===== src/rtl/motion_best_match_if.sv =====
// Bus between the motion-search datapath and the best-match collector.
// The master drives search control and PE results; the slave returns the winner.
interface motion_best_match_if #(
  parameter int NPE    = 16,
  parameter int DIST_W = 8
);
  logic                    start;
  logic                    CompStart;
  logic [NPE-1:0]          PEready;
  logic [NPE*DIST_W-1:0]   PEdist;
  logic [3:0]              VectorX;
  logic [3:0]              VectorY;
  logic [DIST_W-1:0]       BestDist;
  logic [3:0]              MotionX;
  logic [3:0]              MotionY;
  logic [8:0]              CandCount;
  logic                    done;
  logic                    err;

  modport master (
    output start, CompStart, PEready, PEdist, VectorX, VectorY,
    input  BestDist, MotionX, MotionY, CandCount, done, err
  );

  modport slave (
    input  start, CompStart, PEready, PEdist, VectorX, VectorY,
    output BestDist, MotionX, MotionY, CandCount, done, err
  );
endinterface


===== src/rtl/motion_best_match.sv =====
// Best-match collector: tracks the minimum PE distance and its motion vector
// over one full search of NCAND candidates.
//
// state | meaning
// IDLE  | outputs at reset values, waiting for start
// RUN   | accepting one-hot PE strobes, tracking the minimum
// DONE  | all candidates seen, outputs frozen
module motion_best_match #(
  parameter int NPE    = 16,
  parameter int DIST_W = 8,
  parameter int NCAND  = 256
) (
  input logic clock,
  input logic reset,
  motion_best_match_if.slave bus
);
  localparam logic [1:0] S_IDLE = 2'd0;
  localparam logic [1:0] S_RUN  = 2'd1;
  localparam logic [1:0] S_DONE = 2'd2;
  localparam logic [8:0] LP_LAST = 9'(NCAND - 1);

  logic [1:0]        r_state;
  logic [DIST_W-1:0] r_best;
  logic [3:0]        r_mx;
  logic [3:0]        r_my;
  logic [8:0]        r_count;
  logic              r_done;
  logic              r_err;

  logic [DIST_W-1:0] w_sel;
  logic              w_any;
  logic              w_multi;
  logic              w_window;
  logic              w_accept;

  // One-hot AND-OR mux; only meaningful when exactly one bit is set.
  always_comb begin
    w_sel = '0;
    for (int i = 0; i < NPE; i++) begin
      w_sel = w_sel | (bus.PEdist[i*DIST_W +: DIST_W] & {DIST_W{bus.PEready[i]}});
    end
  end

  assign w_any    = |bus.PEready;
  assign w_multi  = |(bus.PEready & (bus.PEready - NPE'(1)));
  assign w_window = (r_state == S_RUN) && bus.CompStart;
  assign w_accept = w_window && w_any && !w_multi && (r_count != 9'(NCAND));

  always_ff @(posedge clock or posedge reset) begin
    if (reset) begin
      r_state <= S_IDLE;
      r_best  <= '1;
      r_mx    <= '0;
      r_my    <= '0;
      r_count <= '0;
      r_done  <= 1'b0;
      r_err   <= 1'b0;
    end else if (!bus.start) begin
      // Dropping start aborts the search and wins over any strobe this cycle.
      r_state <= S_IDLE;
      r_best  <= '1;
      r_mx    <= '0;
      r_my    <= '0;
      r_count <= '0;
      r_done  <= 1'b0;
      r_err   <= 1'b0;
    end else begin
      case (r_state)
        S_IDLE: r_state <= S_RUN;
        S_RUN: begin
          if (w_window && w_multi) r_err <= 1'b1;
          if (w_accept) begin
            r_count <= r_count + 9'd1;
            if (w_sel < r_best) begin
              r_best <= w_sel;
              r_mx   <= bus.VectorX;
              r_my   <= bus.VectorY;
            end
            if (r_count == LP_LAST) begin
              r_state <= S_DONE;
              r_done  <= 1'b1;
            end
          end
        end
        S_DONE:  r_state <= S_DONE;
        default: r_state <= S_IDLE;
      endcase
    end
  end

  assign bus.BestDist  = r_best;
  assign bus.MotionX   = r_mx;
  assign bus.MotionY   = r_my;
  assign bus.CandCount = r_count;
  assign bus.done      = r_done;
  assign bus.err       = r_err;
endmodule


===== src/flat_wrapper.sv =====
// flat-port wrapper written by rule: the top's interface ports become plain ports
module motion_best_match_flat 
#(
  parameter int NPE    = 16,
  parameter int DIST_W = 8,
  parameter int NCAND  = 256
)
  (clock, reset, bus_start, bus_CompStart, bus_PEready, bus_PEdist, bus_VectorX, bus_VectorY, bus_BestDist, bus_MotionX, bus_MotionY, bus_CandCount, bus_done, bus_err);
  motion_best_match_if #(.NPE(NPE), .DIST_W(DIST_W)) bus_i ();
  input logic clock;
  input logic reset;
  input wire logic [$bits(bus_i.start)-1:0] bus_start;
  input wire logic [$bits(bus_i.CompStart)-1:0] bus_CompStart;
  input wire logic [$bits(bus_i.PEready)-1:0] bus_PEready;
  input wire logic [$bits(bus_i.PEdist)-1:0] bus_PEdist;
  input wire logic [$bits(bus_i.VectorX)-1:0] bus_VectorX;
  input wire logic [$bits(bus_i.VectorY)-1:0] bus_VectorY;
  output wire logic [$bits(bus_i.BestDist)-1:0] bus_BestDist;
  output wire logic [$bits(bus_i.MotionX)-1:0] bus_MotionX;
  output wire logic [$bits(bus_i.MotionY)-1:0] bus_MotionY;
  output wire logic [$bits(bus_i.CandCount)-1:0] bus_CandCount;
  output wire logic [$bits(bus_i.done)-1:0] bus_done;
  output wire logic [$bits(bus_i.err)-1:0] bus_err;
  assign bus_i.start = bus_start;
  assign bus_i.CompStart = bus_CompStart;
  assign bus_i.PEready = bus_PEready;
  assign bus_i.PEdist = bus_PEdist;
  assign bus_i.VectorX = bus_VectorX;
  assign bus_i.VectorY = bus_VectorY;
  assign bus_BestDist = bus_i.BestDist;
  assign bus_MotionX = bus_i.MotionX;
  assign bus_MotionY = bus_i.MotionY;
  assign bus_CandCount = bus_i.CandCount;
  assign bus_done = bus_i.done;
  assign bus_err = bus_i.err;
  motion_best_match #(.NPE(NPE), .DIST_W(DIST_W), .NCAND(NCAND)) u_core (.clock(clock), .reset(reset), .bus(bus_i));
endmodule

===== config.mk =====
export PLATFORM = sky130hd
export DESIGN_NAME = motion_best_match_flat
export DESIGN_NICKNAME = d
export VERILOG_FILES = /design/src/rtl/motion_best_match_if.sv /design/src/rtl/motion_best_match.sv /design/src/flat_wrapper.sv
export SDC_FILE = /design/constraint.sdc
export NUM_CORES = 1
export LEC_CHECK = 0
export CAP_MARGIN = 10
export CORE_MARGIN = 4
export CORE_UTILIZATION = 30
export DETAILED_ROUTE_END_ITERATION = 8
export PLACE_DENSITY = 0.79
export REMOVE_ABC_BUFFERS = 1
export SETUP_SLACK_MARGIN = 0.05
export SYNTH_ARGS = -nofsm -noshare
export SYNTH_HDL_FRONTEND = slang
export SYNTH_SLANG_ARGS = --single-unit

===== constraint.sdc =====
create_clock -name clock -period 4.3 [get_ports clock]
set_input_delay 0.645 -clock clock [delete_from_list [all_inputs] [get_ports clock]]
set_output_delay 0.645 -clock clock [all_outputs]
set_load 0.01 [all_outputs]

==> flow_summary.ini <==
[sta]
finalSetupTns_ns = 0
hold_ws_ns = 0.511
fin_crit_sh_pct = 86.2
tightestPinTransition_ns = 0.865
finalSetupViolCount = 0
rsz0062_at_grt = false
max_freq_ghz = 0.270
hold_viol = 0
final-max-slew-violation-count = 0
skew_ns = 0.00379
relSlewSlack_pct = 40.8
period_needed_ns = 3.71

[cts]
clk_pin_slew_worst_paths_ns = 0.06
h-tree-depth = 2
cts_resized = 0
postCtsHoldBufs = 0
clock-sinks = 29
clk_path_buf_depth = 2
cts_tree = done
cts_buffers = 5
root_buffer = clkbuf_8
cts_setup_buffers = 0
clock_latency_ns = 0.28

[setup_path]
arrival_ns = 3.89
cp_num_buf_inv = 2
start_kind = primary input
cp_slowest_stage_delay_ns = 0.71
end_kind = register
cp_top_family = simple AND/OR/NAND/NOR gates
required_ns = 4.49
critPathMaxFanout = 17
cp_cell_sequence = clkdlybuf4s50_1 -> or4_1 -> nor3_1 -> a31oi_1 -> a2111o_1 -> nor4_4 -> buf_4 -> mux2i_1
slowest_stage = clkdlybuf4s50_1
critical_path_class = primary input to register

[power_and_ir_drop]
power_density_nw_per_um2 = 185
power.leakage_nw = 1.82
p_total_w = 0.000856
peakVddDrop_mv = 0.111

[hold_path]
hold_class = register to register

[floorplan]
core_area_um2 = 8260
fp-row-count = 33
die_y_um = 101
die-area_um2 = 10100
io_pins = 183
die_x_um = 101
initial_utilization_pct = 31.1

[finish]
layout_commonest_cell = clkdlybuf4s50_1
nets = 652
drive_gt1_share_pct = 5.98
antennaDiodeCount = 0
regArea_um2 = 736
multiInputGateArea_um2 = 1660
syn2layout_area_growth_pct = 80.4
mostFrequentLayoutCells = clkdlybuf4s50_1 (182), a22oi_1 (29), nand2_1 (29)
fill_cells = 776

[detailed_routing]
drtAntennaViolNets = 0
routed_wl_mm = 12.0
drt_iter0_markers = 238
routed_via_density = 5.65
first_pass_iters = 5
remaining_drc_errors = 0
vias = 3335
wl_per_cell_um = 20.4

[synthesis]
synth_area_um2 = 2570
synth_cell_types = 42
avgSynthCellArea_um2 = 8.39
synth-seq-cells = 29
ys_seq_area_share_pct = 28.7
synth_warnings = 0
synthCells = 306

[global_route]
grt_first_pass_wirelength_mm = 18.3
grt_start_max_net_pins = 30
antenna_found_initial = 0
track_usage_pct = 23.4
globalRouteOverflowTotal = 0
grt_pass1_vias = 3552

[run_status]
status = complete, no violations

[place]
globalplace.congestion = 0.915
place_hpwl_mm = 9.85
port_buffers = 182

[run]
maxCapViolations = 0
-- metal layers --
layer | share of wire, % | wire length (µm) | global-route usage (%)
met3 | 8.4 | 1010 | 5.33
met1 | 39 | 4650 | 28.2
met5 | 0 | 0 | 0
met2 | 51 | 6180 | 41.3
met4 | 1.7 | 205 | 6.84
-- worst reg2reg max path, cell delays in order (launching register included) --
cell	delay, ns
dfrtp_1	0.38
inv_1	0.08
ha_1	0.19
nand2_1	0.08
a41oi_1	0.24
o21ai_1	0.12
a211o_1	0.46
nor4_4	0.28
buf_4	0.26
mux2i_1	0.24
-- flip-flops by register name, indices dropped and copies added, names as in the netlist --
signal	count
u_core.bus.done	1
u_core.bus.CandCount	9
u_core.r_state	2
u_core.bus.MotionX	4
u_core.bus.MotionY	4
u_core.bus.BestDist	8
u_core.bus.err	1
-- report_power, final --
part	internal, W	switching [W]
clock	0.000130	0.000103
combinational	0.000197	0.000133
sequential	0.000285	0.00000759
-- cell usage after synthesis (all sizes together) --
cell     count  area [µm²]
a22oi       29         218
nand2       29         109
clkbuf      23        86.3
nor2        22        82.6
dfrtp       21         526
inv         19        71.3
mux2i       19         190
a221oi      18         158
a22o        18         158
ha          12         150
a21oi       11        55.1
nand4        9        56.3
and3         8        50.1
dfstp        8         210
o21ai        7        35.0
nor4         6        52.6
or4          6        48.8
nand2b       5        31.3
nand3        4        20.0
a211o        3        26.3
o41ai        3        26.3
or3          3        18.8
a211oi       2        15.0
a41oi        2        17.5
nor3         2        10.0
o21a         2        15.0
o311ai       2        17.5
o31ai        2        15.0
a2111o       1        11.3
a2111oi      1        8.76
a311oi       1        8.76
a31oi        1        6.26
and4         1        8.76
buf          1        11.3
mux2         1        11.3
nand4bb      1        11.3
nor2b        1        6.26
o211ai       1        7.51
o21bai       1        7.51
-- path summary, 6_finish.rpt --
check / start / end / slack (ns) / cells after the start
min: u_core.bus.err / u_core.bus.err / 0.51 / 1
max in group asynchronous: reset / u_core.bus.BestDist[0] / 2.99 / 3
max: bus_PEready[1] / u_core.bus.MotionX[2] / 0.59 / 8
max reg2reg: u_core.r_state[1] / u_core.bus.MotionX[2] / 1.88 / 9
min in group asynchronous: reset / u_core.bus.MotionX[2] / 0.73 / 2
min reg2reg: u_core.bus.err / u_core.bus.err / 0.51 / 1
-- logic make-up (layout without fill, tap and decap cells) --
| kind of cell | after synthesis | count (layout) | synth area share (%) |
|---|---|---|---|
| AND/OR/NAND/NOR | 97 | 97 | 19.7 |
| flip-flops | 29 | 29 | 28.7 |
| multiplexers | 20 | 20 | 7.85 |
| AO/OA/AOI/OAI | 105 | 105 | 31.4 |
| adder cells (fa/ha/maj) | 12 | 12 | 5.85 |
| buffers and inverters | 43 | 222 | 6.58 |
-- metrics by stage --
stage	worst slack [ns]	utilization [%]	cell area [µm²]	cells
after floorplan	0.797	-	2470	282
after global placement	0.483	54.7	4510	581
after detailed placement	0.354	54.7	4510	581
after CTS	0.636	55.7	4600	589
after global routing	0.377	56.1	4630	590
final	0.594	56.1	4630	590
-- layout make-up --
cell class | count | area share, %
Clock buffer | 8 | 1.95
Inverter | 19 | 1.54
Multi-Input combinational cell | 234 | 35.9
Sequential cell | 29 | 15.9
Tap cell | 105 | 2.84
Timing Repair Buffer | 195 | 41.9
Power figures use the tool's default switching activity.
